--- src/rtl/pc_fetch_unit.sv ---
// pc_fetch_unit: owns the architectural PC and fetches one instruction per PC.
// Non-pipelined; at most one imem fetch is in flight.
// The optional misaligned-PC trap is enabled by defining FETCH_ALIGN_CHECK_EN.
// In the default build, the low two PC bits are forced to zero on load.
module pc_fetch_unit #(
    parameter logic [31:0] RESET_PC = 32'h0000_3000,
    parameter int          CNT_W    = 16
) (
    input  logic             clk,
    input  logic             rst,
    input  logic [31:0]      npc_in,
    output logic [31:0]      pc_out,
    output logic             imem_req,
    output logic [31:0]      imem_addr,
    input  logic             imem_ready,
    input  logic             imem_rvalid,
    input  logic [31:0]      imem_rdata,
    output logic [31:0]      instr_out,
    output logic             instr_valid,
    input  logic             instr_ready,
    output logic [CNT_W-1:0] stall_cnt,
    output logic             fetch_misalign
);

`ifdef FETCH_ALIGN_CHECK_EN
    typedef enum logic [1:0] {S_REQ, S_WAIT, S_HOLD, S_ERR} state_t;
`else
    typedef enum logic [1:0] {S_REQ, S_WAIT, S_HOLD} state_t;
`endif

    state_t state;
    state_t state_nxt;
    logic   handoff;
    logic   npc_misaligned;

    assign handoff        = (state == S_HOLD) && instr_ready;
    assign npc_misaligned = (npc_in[1:0] != 2'b00);

    // State register; reset returns to issuing a fetch at RESET_PC.
    always_ff @(posedge clk or posedge rst) begin
        if (rst) begin
            state <= S_REQ;
        end else begin
            state <= state_nxt;
        end
    end

    // Next-state logic; inputs that arrive in the wrong state are ignored.
    always_comb begin
        state_nxt = state;
        case (state)
            S_REQ:  if (imem_ready)  state_nxt = S_WAIT;
            S_WAIT: if (imem_rvalid) state_nxt = S_HOLD;
            S_HOLD: begin
                if (instr_ready) begin
`ifdef FETCH_ALIGN_CHECK_EN
                    state_nxt = npc_misaligned ? S_ERR : S_REQ;
`else
                    state_nxt = S_REQ;
`endif
                end
            end
`ifdef FETCH_ALIGN_CHECK_EN
            S_ERR:  state_nxt = S_ERR;
`endif
            default: state_nxt = S_REQ;
        endcase
    end

    // Request is gated by rst so nothing is presented to imem during reset.
    assign imem_req    = (state == S_REQ) && !rst;
    assign imem_addr   = pc_out;
    assign instr_valid = (state == S_HOLD);

    // PC register: loads the next-PC result only on the handoff cycle.
    always_ff @(posedge clk or posedge rst) begin
        if (rst) begin
            pc_out <= RESET_PC;
        end else if (handoff) begin
`ifdef FETCH_ALIGN_CHECK_EN
            pc_out <= npc_in;
`else
            pc_out <= {npc_in[31:2], 2'b00};
`endif
        end
    end

    // Instruction register: captured once per fetch, held under back-pressure.
    always_ff @(posedge clk or posedge rst) begin
        if (rst) begin
            instr_out <= '0;
        end else if ((state == S_WAIT) && imem_rvalid) begin
            instr_out <= imem_rdata;
        end
    end

    // Saturating count of cycles spent requesting or waiting on imem.
    always_ff @(posedge clk or posedge rst) begin
        if (rst) begin
            stall_cnt <= '0;
        end else if (((state == S_REQ) || (state == S_WAIT)) && (stall_cnt != '1)) begin
            stall_cnt <= stall_cnt + 1'b1;
        end
    end

`ifdef FETCH_ALIGN_CHECK_EN
    // Sticky misalignment flag, cleared only by reset.
    always_ff @(posedge clk or posedge rst) begin
        if (rst) begin
            fetch_misalign <= 1'b0;
        end else if (handoff && npc_misaligned) begin
            fetch_misalign <= 1'b1;
        end
    end
`else
    logic unused_misaligned;
    assign unused_misaligned = npc_misaligned;
    assign fetch_misalign    = 1'b0;
`endif

endmodule

--- config.mk ---
export PLATFORM = sky130hd
export DESIGN_NAME = pc_fetch_unit
export DESIGN_NICKNAME = d
export VERILOG_FILES = /design/src/rtl/pc_fetch_unit.sv
export SDC_FILE = /design/constraint.sdc
export NUM_CORES = 1
export LEC_CHECK = 0
export ABC_AREA = 1
export ABC_CLOCK_PERIOD_IN_PS = 3950
export BUFFER_PORTS_ARGS = -buffer_cell sky130_fd_sc_hd__buf_4
export CAP_MARGIN = 0
export CORE_MARGIN = 5
export CORE_UTILIZATION = 50
export DETAILED_ROUTE_END_ITERATION = 12
export GPL_TIMING_DRIVEN = 0
export PLACE_DENSITY_LB_ADDON = 0.2
export SYNTH_ARGS = -nofsm -noshare
export SYNTH_HDL_FRONTEND = slang
export SYNTH_SLANG_ARGS = --single-unit
--- constraint.sdc ---
create_clock -name clk -period 3.95 [get_ports clk]
set_input_delay 0.5925 -clock clk [delete_from_list [all_inputs] [get_ports clk]]
set_output_delay 0.5925 -clock clk [all_outputs]
set_load 0.01 [all_outputs]
---- Word level (Yosys, flattened, before mapping) ----
Index checks and enable logic that the tools add are counted.
word-level totals
  register bits after elaboration ......... 80
  latch bits .............................. 0
  RAM bits ................................ 0
  ROM bits ................................ 0
  bits of input ports ..................... 69
  word-level logic and storage cells ...... 23
  memories kept ........................... 0
operators by class
  $add $sub $neg .......................... 1
  multipliers ............................. 0
  div/mod/pow operators ................... 0
  order comparisons ....................... 0
  equality and inequality tests ........... 6
  shift-type cells ........................ 0
  multiplexer cells ....................... 4
  bitwise gates (word level) .............. 0
  reduce and logical (&&, ||, !) cells .... 8
operators by type and width
  cell                                                              count
  16-bit by 1-bit adder with 16-bit output (second input constant)  1
  16-bit != test (second input constant)                            1
  2-bit two-way mux                                                 3
  2-bit case mux with 3 select lines                                1
  1-bit logical AND                                                 4
  2-bit != test (second input constant)                             2
  3-bit AND reduction                                               1
  2-bit by 1-bit == test with 1-bit output (second input constant)  1
  2-bit == test (second input constant)                             1
  2-bit logical NOT                                                 1
  2-bit by 1-bit != test with 1-bit output (second input constant)  1
  1-bit logical NOT                                                 1
  1-bit logical OR                                                  1

---- Logic depth before layout (Yosys ltp) ----
Gate-level depths: netlist of the first run.
  depth in word-level cells ............... 3
  mapped depth ............................ 9
  depth with buffers taken out ............ 9

---- Worst setup path before layout of the first run ----
OpenSTA, ideal clock, no wires.
  path type ............................... reg-to-reg
  from .................................... register stall_cnt[0]
  to ...................................... register stall_cnt[13]
  library setup time ...................... 116 ps
  arrival time ............................ 1412 ps
  required time ........................... 3834 ps
  slack ................................... 2422 ps
  stages on the path, launching flop included .. 10
  path buffers ............................ 1
  period minus slack after synthesis ...... 1528 ps
  cell sequence ........................... dfrtp_1 > ha_1 > inv_1 > nor2_4 > nand2_2 > nor2_4 > nor2_2 > buf_6 > nand2_1 > nand2_1
on the way
  cells in the longest elaborated chain, start to end .. 2
  elaborated cells between the ends (all ways) .. 3
  classes of those cells .................. add/sub (1); eq/ne (1); reduce/logical (1)
ends and longest elaborated chain
  element                                                                                           line  source
  start: declaration                                                                                21    output logic [CNT_W-1:0] stall_cnt,
  start signal: assignment                                                                          102   stall_cnt <= stall_cnt + 1'b1;
  parallel branches: the longest is 2 deep, another holds 16-bit by 1-bit adder with 16-bit output  -
Parallel ways; which one is timed is not known.
A chain may end at the register's enable or synchronous reset.

---- Worst setup path after layout of the first run ----
  from .................................... register state[0]
  to ...................................... output port imem_req
on the way
  cells in the longest elaborated chain, start to end .. 2
ends and longest elaborated chain
  element                   line  source
  start: declaration        31    state_t state;
  start signal: assignment  44    state <= state_nxt;
  2-bit logical NOT         71    assign imem_req = (state == S_REQ) && !rst;
  1-bit logical AND         71
  end: declaration          13    output logic imem_req,
Every way passes these cells.

==> impl_metrics.json, run 1 <==
{
  "status": "finished, final reports clean",
  "fillers": 516,
  "arrival_ns": 1.35,
  "ant_nets": 0,
  "die_h_um": 96.2,
  "antenna_found_initial": 0,
  "diodes": 0,
  "critical_path.max_fanout": 5,
  "reg2reg_slack_ns": 2.27,
  "crit_path_cell_trace": "or2_2 > nor2_1 > buf_4",
  "worstSetupEndpointType": "primary output",
  "slew_viol_final": 0,
  "avgRoutedWirePerCell_um": 14.8,
  "via_per_inst": 4.68,
  "synthToLayoutAreaGrowth_pct": 45.6,
  "cts_tree": "done",
  "htree_levels": 3,
  "grt_usage_pct": 20.0,
  "cts_setup_buffers": 0,
  "io_buffer_count": 176,
  "cts.path.max_buffers": 2,
  "die-width_um": 96.2,
  "ys_types": 26,
  "power_density_nw_per_um2": 770,
  "r2r-end": "stall_cnt[1]$_DFFE_PP0P_",
  "critPathRequiredTime_ns": 3.36,
  "fin_crit_sh_pct": 49.2,
  "gp_congestion": 0.832,
  "hold_slack_ns": 0.271,
  "vias": 2894,
  "dp_cells": 604,
  "clkTransAtPathRegs_ns": 0.07,
  "drc_errors": 0,
  "die-area_sq_um": 9250,
  "total_power_mw": 4.16,
  "seq_area_sq_um": 2000,
  "core_sq_um": 7250,
  "crit_path_start": "state[0]$_DFFE_PP0P_",
  "clock-root-buffer": "clkbuf_8",
  "hold_path.class": "in2async",
  "worst-setup-path-type": "reg2out",
  "fin_skew_ns": 0.00500,
  "hold_viol_final": 0,
  "fmax_mhz": 515,
  "hold_buffers": 0,
  "final_cells": 619,
  "p_leak_nw": 2.75,
  "yosysSeqAreaShare_pct": 54.0,
  "drt_pass1_iterations": 4,
  "finalCriticalPeriod_ns": 1.94,
  "place_hpwl_mm": 7.46,
  "synthCells": 324,
  "syn_area_sq_um": 3710,
  "grt_setup_unrepaired": "no",
  "fp-row-count": 31,
  "max_stage_delay_ns": 0.46,
  "routed_wl_mm": 9.17,
  "finalSetupViolations": 0,
  "clk-insertion-delay-late_ns": 0.33,
  "overflow": 0,
  "io-pin-count": 184,
  "cts-resized-gates": 0,
  "cts.sinks": 80,
  "synth-seq-cells": 80,
  "grt_pass1_vias": 2893,
  "drive_gt1_share_pct": 60.0,
  "multi_input_area_sq_um": 1330,
  "grt_max_degree": 50,
  "cap_viol_max_count": 0,
  "cts_buffers": 9,
  "reg2reg_from": "stall_cnt[0]$_DFFE_PP0P_",
  "setup_tns_ns": 0,
  "start_util_pct": 51.2,
  "final_nets": 586,
  "crit_path_start_kind": "flop",
  "critPathSlowestCell": "dfrtp_1",
  "grt_pass1_wl_mm": 14.2,
  "syn_avg_cell_area_sq_um": 11.5,
  "rr_worst_depth": 9,
  "cp-endpoint": "imem_req",
  "first_iter_violations": 109,
  "ys_warn_count": 0,
  "ir_worst_vdd_mv": 0.442
}
synthesized netlist by cell type (all sizes together):
| library cell | instances | area share [%] |
|---|---|---|
| inv | 18 | 1.8 |
| ha | 1 | 0.34 |
| dfrtp | 78 | 53 |
| xor2 | 1 | 0.24 |
| nand2 | 64 | 6.9 |
| nand3 | 10 | 1.5 |
| o31ai | 1 | 0.20 |
| mux2 | 62 | 19 |
| dfstp | 2 | 1.4 |
| a211oi | 1 | 0.20 |
| nor2 | 23 | 3.1 |
| xnor2 | 4 | 0.94 |
| or2 | 1 | 0.17 |
| conb | 1 | 0.10 |
| o21ai | 10 | 1.8 |
| nand4 | 5 | 0.84 |
| buf | 42 | 8.9 |
how the worst min path moves through the flow:
stage | startpoint | endpoint | slack (ns) | cells after the start
6_report | rst | state[1]$_DFFE_PP0P_ | 0.27 | 2
5_1_grt | rst | state[1]$_DFFE_PP0P_ | 0.29 | 2
4_1_cts | rst | state[1]$_DFFE_PP0P_ | 0.27 | 2
3_5_place_dp | instr_out[14]$_DFFE_PP0P_ | instr_out[14]$_DFFE_PP0P_ | 0.49 | 1
3_3_place_gp | instr_out[7]$_DFFE_PP0P_ | instr_out[7]$_DFFE_PP0P_ | 0.49 | 1
2_1_floorplan | state[1]$_DFFE_PP0P_ | state[0]$_DFFE_PP0P_ | 0.50 | 1
registers in the layout (all words and copies together) (netlist names):
register / count
state: 2
imem_addr: 30
stall_cnt: 16
instr_out: 32
power breakdown:
part	switching, mW	leakage [nW]	total (mW)	internal, mW
Combinational	0.826	1.68	2.07	1.24
Clock	0.269	0.0967	0.623	0.354
Sequential	0.277	0.974	1.47	1.19
cell usage in the layout, fill, tap and decap left out, types with 5 or more instances in the layout:
| cell | n |
|---|---|
| dfrtp_1 | 78 |
| buf_4 | 214 |
| nand2_1 | 60 |
| nand3_1 | 9 |
| mux2_2 | 59 |
| inv_1 | 16 |
| nand4_1 | 5 |
| clkbuf_8 | 9 |
| conb_1 | 5 |
| nor2_1 | 18 |
| o21ai_0 | 6 |
per-stage QoR:
stage	cell area (sq um)	util [%]	setup WS, ns
5_1_grt	5410	74.5	1.92
4_1_cts	5410	74.5	1.99
3_3_place_gp	5170	71.3	0.336
6_report	5410	74.5	2.01
3_5_place_dp	5200	71.7	2.28
2_1_floorplan	3730	-	1.31
metal layers:
layer | part of all wire [%] | wire (um) | GRT usage, % | vias to the layer above
li1 | - | - | - | 1398
met1 | 38 | 3450 | 24.1 | 1349
met2 | 49 | 4460 | 32.6 | 134
met3 | 12 | 1090 | 7.82 | 13
met4 | 1.8 | 163 | 7.23 | 0
met5 | 0 | 0 | 0 | -
worst max-delay path: cells and delay by family (launching register included):
kind | cells | cell delay, ns
and+or+nand+nor | 2 | 0.42
buffers and inverters | 1 | 0.13
DFF | 1 | 0.46
logic make-up after synthesis:
logic type / count (synthesis) / share of synthesized area [%]
AO/OA/AOI/OAI: 12 / 2.16
XOR/XNOR: 5 / 1.18
flip-flops: 80 / 54.0
buffers and inverters: 60 / 10.7
AND/OR/NAND/NOR: 103 / 12.4
multiplexers: 62 / 19.1
other: 1 / 0.101
adder cells (fa/ha/maj): 1 / 0.337
final cells by class:
type                    count  share of cell area, %
repair buffers            177                   24.9
clock inverters             3                   1.25
clock buffers              12                   2.50
flip-flops and latches     80                   37.1
multi-input cells         188                   24.5
inverters                  18                   1.30
plain buffers              42                   6.11
well taps                  99                   2.29
(Power assumes the default switching activity.)
==> run 2: changes to the inputs <==
--- a/config.mk
+++ b/config.mk
@@ -6,11 +6,11 @@
 export NUM_CORES = 1
 export LEC_CHECK = 0
 export ABC_AREA = 1
-export ABC_CLOCK_PERIOD_IN_PS = 3950
+export ABC_CLOCK_PERIOD_IN_PS = 1940
 export BUFFER_PORTS_ARGS = -buffer_cell sky130_fd_sc_hd__buf_4
 export CAP_MARGIN = 0
 export CORE_MARGIN = 5
-export CORE_UTILIZATION = 50
+export CORE_UTILIZATION = 46
 export DETAILED_ROUTE_END_ITERATION = 12
 export GPL_TIMING_DRIVEN = 0
 export PLACE_DENSITY_LB_ADDON = 0.2
==> constraint.sdc (replaced) <==
create_clock -name clk -period 1.94 [get_ports clk]
set_input_delay 0.291 -clock clk [delete_from_list [all_inputs] [get_ports clk]]
set_output_delay 0.291 -clock clk [all_outputs]
set_load 0.01 [all_outputs]
==> run 2 against run 1 <==
  * First-iteration DRC count is 30% lower
  * Highest routed layer unchanged
  * Combinational power is 100% higher
  * Clock power is 77% higher
  * Critical endpoint is now stall_cnt[13]$_DFFE_PP0P_
  * Power is 99% higher
  * Largest power group unchanged
==> impl_metrics.json, run 2 (same netlist as run 1, synthesis figures left out) <==
{
  "slew_viol_final": 0,
  "grt_pass1_wl_mm": 14.6,
  "io-pin-count": 184,
  "power_switching_mw": 2.81,
  "total_power_mw": 8.30,
  "io_buffer_count": 176,
  "crit_path_start_kind": "flop",
  "via_per_inst": 4.69,
  "hold_path.class": "in2async",
  "cts.sinks": 80,
  "fmax_mhz": 581,
  "drc_errors": 0,
  "layout_common_cells": "214 x buf_4, 78 x dfrtp_1, 60 x nand2_1, 59 x mux2_2, 18 x nor2_1",
  "fin_crit_sh_pct": 88.6,
  "overflow": 0,
  "place_hpwl_mm": 7.33,
  "first_iter_violations": 76,
  "p_leak_nw": 2.73,
  "maxUsedRoutingLayer": "met4",
  "diodes": 0,
  "critical_path.max_fanout": 10,
  "internal_power_mw": 5.48,
  "clock-root-buffer": "clkbuf_8",
  "finalCriticalPeriod_ns": 1.72,
  "clk-insertion-delay-late_ns": 0.34,
  "clkTransAtPathRegs_ns": 0.08,
  "hold_viol_final": 0,
  "grt_usage_pct": 18.4,
  "routed_wl_mm": 9.32,
  "seq_area_sq_um": 2000,
  "grt_max_degree": 44,
  "p_clk_share_pct": 13.3,
  "worstSetupEndpointType": "flop",
  "cts_setup_buffers": 0,
  "cts.path.max_buffers": 2,
  "reg2reg_from": "stall_cnt[0]$_DFFE_PP0P_",
  "met1_length_mm": 3.81,
  "die-area_sq_um": 9970,
  "drt_pass1_iterations": 4,
  "critPathRequiredTime_ns": 2.18,
  "combPwrFrac_pct": 50.7,
  "reg2reg_slack_ns": 0.22,
  "ant_nets": 0,
  "wl_met2_mm": 4.43,
  "cts-resized-gates": 0,
  "arrival_ns": 1.96,
  "seqPwrFrac_pct": 36.0,
  "setup_tns_ns": 0,
  "die_h_um": 99.9,
  "core_sq_um": 7810,
  "grt_setup_unrepaired": "no",
  "top_register": "instr_out",
  "power_density_nw_per_um2": 1540,
  "fin_skew_ns": 0.00636,
  "final_nets": 586,
  "multi_input_area_sq_um": 1330,
  "hold_buffers": 0,
  "gp_congestion": 0.855,
  "largest_register_ffs": 32,
  "antenna_found_initial": 0,
  "cap_viol_max_count": 0,
  "start_util_pct": 47.6,
  "wl_met3_um": 990,
  "r2r-end": "stall_cnt[13]$_DFFE_PP0P_",
  "p_sw_share_pct": 33.9,
  "vias": 2918,
  "fillers": 613,
  "finalSetupViolations": 0,
  "die-width_um": 99.9,
  "status": "finished, final reports clean",
  "drive_gt1_share_pct": 60.4,
  "mostFrequentLayoutCell": "buf_4",
  "synthToLayoutAreaGrowth_pct": 44.7,
  "htree_levels": 3,
  "worst_pin_slew_ns": 0.858,
  "fp-row-count": 32,
  "worst-setup-path-type": "reg2reg",
  "slew_headroom_pct": 42.7,
  "avgRoutedWirePerCell_um": 15.0,
  "rr_worst_depth": 9,
  "cts_buffers": 9,
  "ir_worst_vdd_mv": 0.792,
  "grt_pass1_vias": 3004,
  "cts_tree": "done"
}
## run 2: changes by cell type in the layout (fill, tap and decap cells not counted)
cell        previous run  this run
buf_12                 0         1
buf_16                 1         0
bufinv_16              2         0
clkbuf_1               3         1
clkbuf_8               9        11
clkinv_2               0         2
clkinvlp_4             1         2
inv_4                  1         0
## run 2: stage by stage
step                util (%)  cells  worst slack [ns]  hold WS (ns)  instance area [sq um]
CTS                     68.8    622             0.233         0.132                   5370
global placement        66.4    606             0.147         0.488                   5180
floorplan                  -    328             0.412         0.385                   3730
global route            68.8    622            0.0603         0.141                   5370
finish                  68.8    622             0.220         0.128                   5370
detailed placement      66.6    607             0.247         0.494                   5200
## run 2: worst max-delay path by stage
| stage | cells after the start | end | slack [ns] | startpoint |
|---|---|---|---|---|
| finish | 9 | stall_cnt[13]$_DFFE_PP0P_ | 0.22 | stall_cnt[0]$_DFFE_PP0P_ |
| global route | 9 | stall_cnt[13]$_DFFE_PP0P_ | 0.06 | stall_cnt[0]$_DFFE_PP0P_ |
| CTS | 9 | stall_cnt[13]$_DFFE_PP0P_ | 0.23 | stall_cnt[0]$_DFFE_PP0P_ |
| detailed placement | 9 | stall_cnt[13]$_DFFE_PP0P_ | 0.25 | stall_cnt[0]$_DFFE_PP0P_ |
| global placement | 2 | imem_addr[30]$_DFFE_PP0P_ | 0.15 | rst |
| floorplan | 9 | stall_cnt[13]$_DFFE_PP0P_ | 0.41 | stall_cnt[0]$_DFFE_PP0P_ |
## run 2: area by class of cell
| cell class | instances | area share, % |
|---|---|---|
| flip-flops and latches | 80 | 37.3 |
| repair buffers | 177 | 25.0 |
| multi-input cells | 188 | 24.7 |
| plain buffers | 42 | 6.15 |
| clock buffers | 12 | 2.89 |
| well taps | 102 | 2.37 |
| inverters | 18 | 1.33 |
| clock inverters | 3 | 0.326 |
## run 2: critical path, stage by stage, from the launching register on
cell	delay (ns)
dfrtp_1	0.45
ha_1	0.30
inv_1	0.10
nor2_4	0.17
nand2_2	0.10
nor2_4	0.13
nor2_2	0.08
buf_6	0.16
nand2_1	0.07
nand2_1	0.05
## run 2: layer usage
layer | up-vias | track usage, %
li1 | 1396 | -
met1 | 1386 | 22.4
met2 | 130 | 30.2
met3 | 6 | 6.95
met4 | 0 | 6.09
met5 | - | 0
## run 2: power by group through the flow
stage / Combinational (mW) / Clock (mW) / Sequential [mW]
2_1_floorplan: 1.88 / 0 / 3.27
3_3_place_gp: 4.20 / 0 / 2.97
3_5_place_dp: 4.28 / 0 / 3.02
4_1_cts: 4.29 / 1.14 / 2.99
5_1_grt: 4.53 / 1.21 / 3.11
6_report: 4.21 / 1.10 / 2.98
==> run 3: changes to the inputs <==
--- a/config.mk
+++ b/config.mk
@@ -9,11 +9,13 @@
 export ABC_CLOCK_PERIOD_IN_PS = 1940
 export BUFFER_PORTS_ARGS = -buffer_cell sky130_fd_sc_hd__buf_4
 export CAP_MARGIN = 0
+export CELL_PAD_IN_SITES_DETAIL_PLACEMENT = 1
+export CELL_PAD_IN_SITES_GLOBAL_PLACEMENT = 1
 export CORE_MARGIN = 5
-export CORE_UTILIZATION = 46
+export CORE_UTILIZATION = 34
 export DETAILED_ROUTE_END_ITERATION = 12
 export GPL_TIMING_DRIVEN = 0
-export PLACE_DENSITY_LB_ADDON = 0.2
+export PLACE_DENSITY = 0.78
 export SYNTH_ARGS = -nofsm -noshare
 export SYNTH_HDL_FRONTEND = slang
 export SYNTH_SLANG_ARGS = --single-unit
==> run 3 against run 2 <==
  * Clock-buffer cell count is 3 lower
  * Critical path type unchanged
  * Power is 1.5% higher
  * Largest power group unchanged
  * Non-clock buffer count up 2
  * First-iteration DRC count fell by 12%
  * Routed wire length increased by 8.5%
  * Cell count increased by 6.4%
  * Sequential share of layout area fell by 0.61 points
  * Maximum frequency fell by 1.8%
==> impl_metrics.json, run 3 (same netlist as run 1, synthesis figures left out) <==
{
  "fp-row-count": 38,
  "critPathRequiredTime_ns": 2.17,
  "via_per_inst": 4.48,
  "slew_headroom_pct": 65.3,
  "worstHoldStart": "imem_rvalid",
  "hold_viol_final": 0,
  "first_iter_violations": 67,
  "arrival_ns": 1.98,
  "setup_tns_ns": 0,
  "io-pin-count": 184,
  "routed_wl_mm": 10.1,
  "seqPwrFrac_pct": 35.5,
  "worst_pin_slew_ns": 0.519,
  "synthToLayoutAreaGrowth_pct": 47.1,
  "clkTransAtPathRegs_ns": 0.08,
  "die-width_um": 115,
  "combPwrFrac_pct": 50.2,
  "p_sw_share_pct": 34.1,
  "fin_crit_sh_pct": 90.2,
  "hold_path.class": "in2reg",
  "cts.path.max_buffers": 2,
  "cap_viol_max_count": 0,
  "crit_buf_inv": 2,
  "drc_errors": 0,
  "mostFrequentLayoutCell": "buf_4",
  "start_util_pct": 34.4,
  "cp_num_cells": 9,
  "cts_buffers": 9,
  "post-route-cell-area_sq_um": 5460,
  "avgRoutedWirePerCell_um": 15.3,
  "drive_gt1_share_pct": 60.5,
  "fillers": 1201,
  "layout_common_cells": "214 x buf_4, 78 x dfrtp_1, 60 x nand2_1, 59 x mux2_2, 18 x nor2_1",
  "overflow": 0,
  "grt_pass1_vias": 3132,
  "die-area_sq_um": 13100,
  "worst-setup-path-type": "reg2reg",
  "ir_worst_vdd_mv": 0.659,
  "critPathSlowestCell": "dfrtp_1",
  "placed_cell_area_sq_um": 5270,
  "p_clk_share_pct": 14.2,
  "status": "finished, final reports clean",
  "finalCriticalPeriod_ns": 1.75,
  "fin_skew_ns": 0.00839,
  "max_stage_delay_ns": 0.46,
  "hold_path_end": "state[0]$_DFFE_PP0P_",
  "crit_path_cell_trace": "ha_1 > inv_1 > nor2_4 > nand2_2 > nor2_4 > nor2_2 > buf_6 > nand2_1 > nand2_1",
  "final_nets": 588,
  "hold_depth": 2,
  "reg2reg_slack_ns": 0.19,
  "setup_slack_ns": 0.190,
  "cts_setup_buffers": 0,
  "cts.sinks": 80,
  "ant_nets": 0,
  "grt_setup_unrepaired": "no",
  "crit_path_start_kind": "flop",
  "pre_cts_ws_ns": 0.163,
  "grt_max_degree": 32,
  "htree_levels": 3,
  "die_h_um": 115,
  "cpLargestDelayFamily": "simple AND/OR/NAND/NOR gates",
  "p_leak_nw": 2.75,
  "top_register": "instr_out",
  "power_density_nw_per_um2": 1540,
  "vias": 2968,
  "reg2reg_from": "stall_cnt[0]$_DFFE_PP0P_",
  "gp_congestion": 0.783,
  "fmax_mhz": 571,
  "place_hpwl_mm": 8.08,
  "slew_viol_final": 0,
  "critical_path.max_fanout": 10,
  "power_switching_mw": 2.87,
  "grt_pass1_wl_mm": 15.8,
  "drt_pass1_iterations": 4,
  "io_buffer_count": 176,
  "clk-insertion-delay-late_ns": 0.34,
  "grt_usage_pct": 15.2,
  "finalSetupViolations": 0,
  "diodes": 0,
  "cts_tree": "done",
  "worstSetupEndpointType": "flop",
  "antenna_found_initial": 0,
  "core_sq_um": 10800,
  "largest_register_ffs": 32,
  "rr_worst_depth": 9,
  "r2r-end": "stall_cnt[13]$_DFFE_PP0P_",
  "internal_power_mw": 5.55,
  "clock-root-buffer": "clkbuf_8"
}
==> run 3: changes by cell type in the layout (fill, tap and decap cells not counted), sizes merged <==
| cell | previous run | this run |
|---|---|---|
| dlygate4sd3 | 0 | 1 |
| clkbuf | 12 | 9 |
| bufinv | 0 | 1 |
| buf | 219 | 220 |
| clkinv | 2 | 4 |
==> run 3: final cells by class <==
class	count	area, sq um	area share (%)
sequential	80	2000	36.7
timing repair buffer	179	1370	25.1
multi-input combinational	188	1330	24.3
buffer	42	330	6.05
tap	140	175	3.21
clock buffer	9	124	2.27
inverter	18	71.3	1.31
clock inverter	6	61.3	1.12
==> run 3: worst max path at each step <==
stage | start | endpoint | slack, ns
floorplan | stall_cnt[0]$_DFFE_PP0P_ | stall_cnt[13]$_DFFE_PP0P_ | 0.41
global placement | rst | stall_cnt[7]$_DFFE_PP0P_ | 0.09
detailed placement | stall_cnt[0]$_DFFE_PP0P_ | stall_cnt[13]$_DFFE_PP0P_ | 0.16
CTS | stall_cnt[0]$_DFFE_PP0P_ | stall_cnt[13]$_DFFE_PP0P_ | 0.14
global route | stall_cnt[0]$_DFFE_PP0P_ | stall_cnt[12]$_DFFE_PP0P_ | 0.01
finish | stall_cnt[0]$_DFFE_PP0P_ | stall_cnt[13]$_DFFE_PP0P_ | 0.19
==> run 3: repair_timing <==
item | CTS | global route
hold endpoints to repair | 19 | 0
gates resized for setup | 0 | 0
hold buffers | 1 | 0
==> run 3: power by group through the flow <==
stage | clock network, mW | registers (mW) | logic [mW]
6_report | 1.20 | 2.99 | 4.23
5_1_grt | 1.33 | 3.11 | 4.56
4_1_cts | 1.25 | 3.01 | 4.33
3_5_place_dp | 0 | 3.04 | 4.32
3_3_place_gp | 0 | 2.98 | 4.19
2_1_floorplan | 0 | 3.27 | 1.88
==> run 3: through the flow <==
stage	std cells	total power [mW]	utilization [%]	hold slack, ns
after floorplan	328	5.15	-	0.385
after global placement	644	7.18	48.4	0.489
after detailed placement	646	7.36	48.8	0.378
after CTS	662	8.59	50.6	0.112
after global routing	662	9.00	50.6	0.127
final	662	8.42	50.6	0.135
==> run 3: routing by layer <==
layer	track usage, %	part of all wire, %
met5	0	0
met4	5.86	2.0
met3	3.91	8.0
met2	26.2	51
met1	18.0	39
==> run 3: worst register-to-register path, stage by stage, from the launching register on <==
cell and delay (ns):
dfrtp_1 0.46, ha_1 0.30, inv_1 0.10, nor2_4 0.18
nand2_2 0.10, nor2_4 0.13, nor2_2 0.08, buf_6 0.16
nand2_1 0.07, nand2_1 0.06
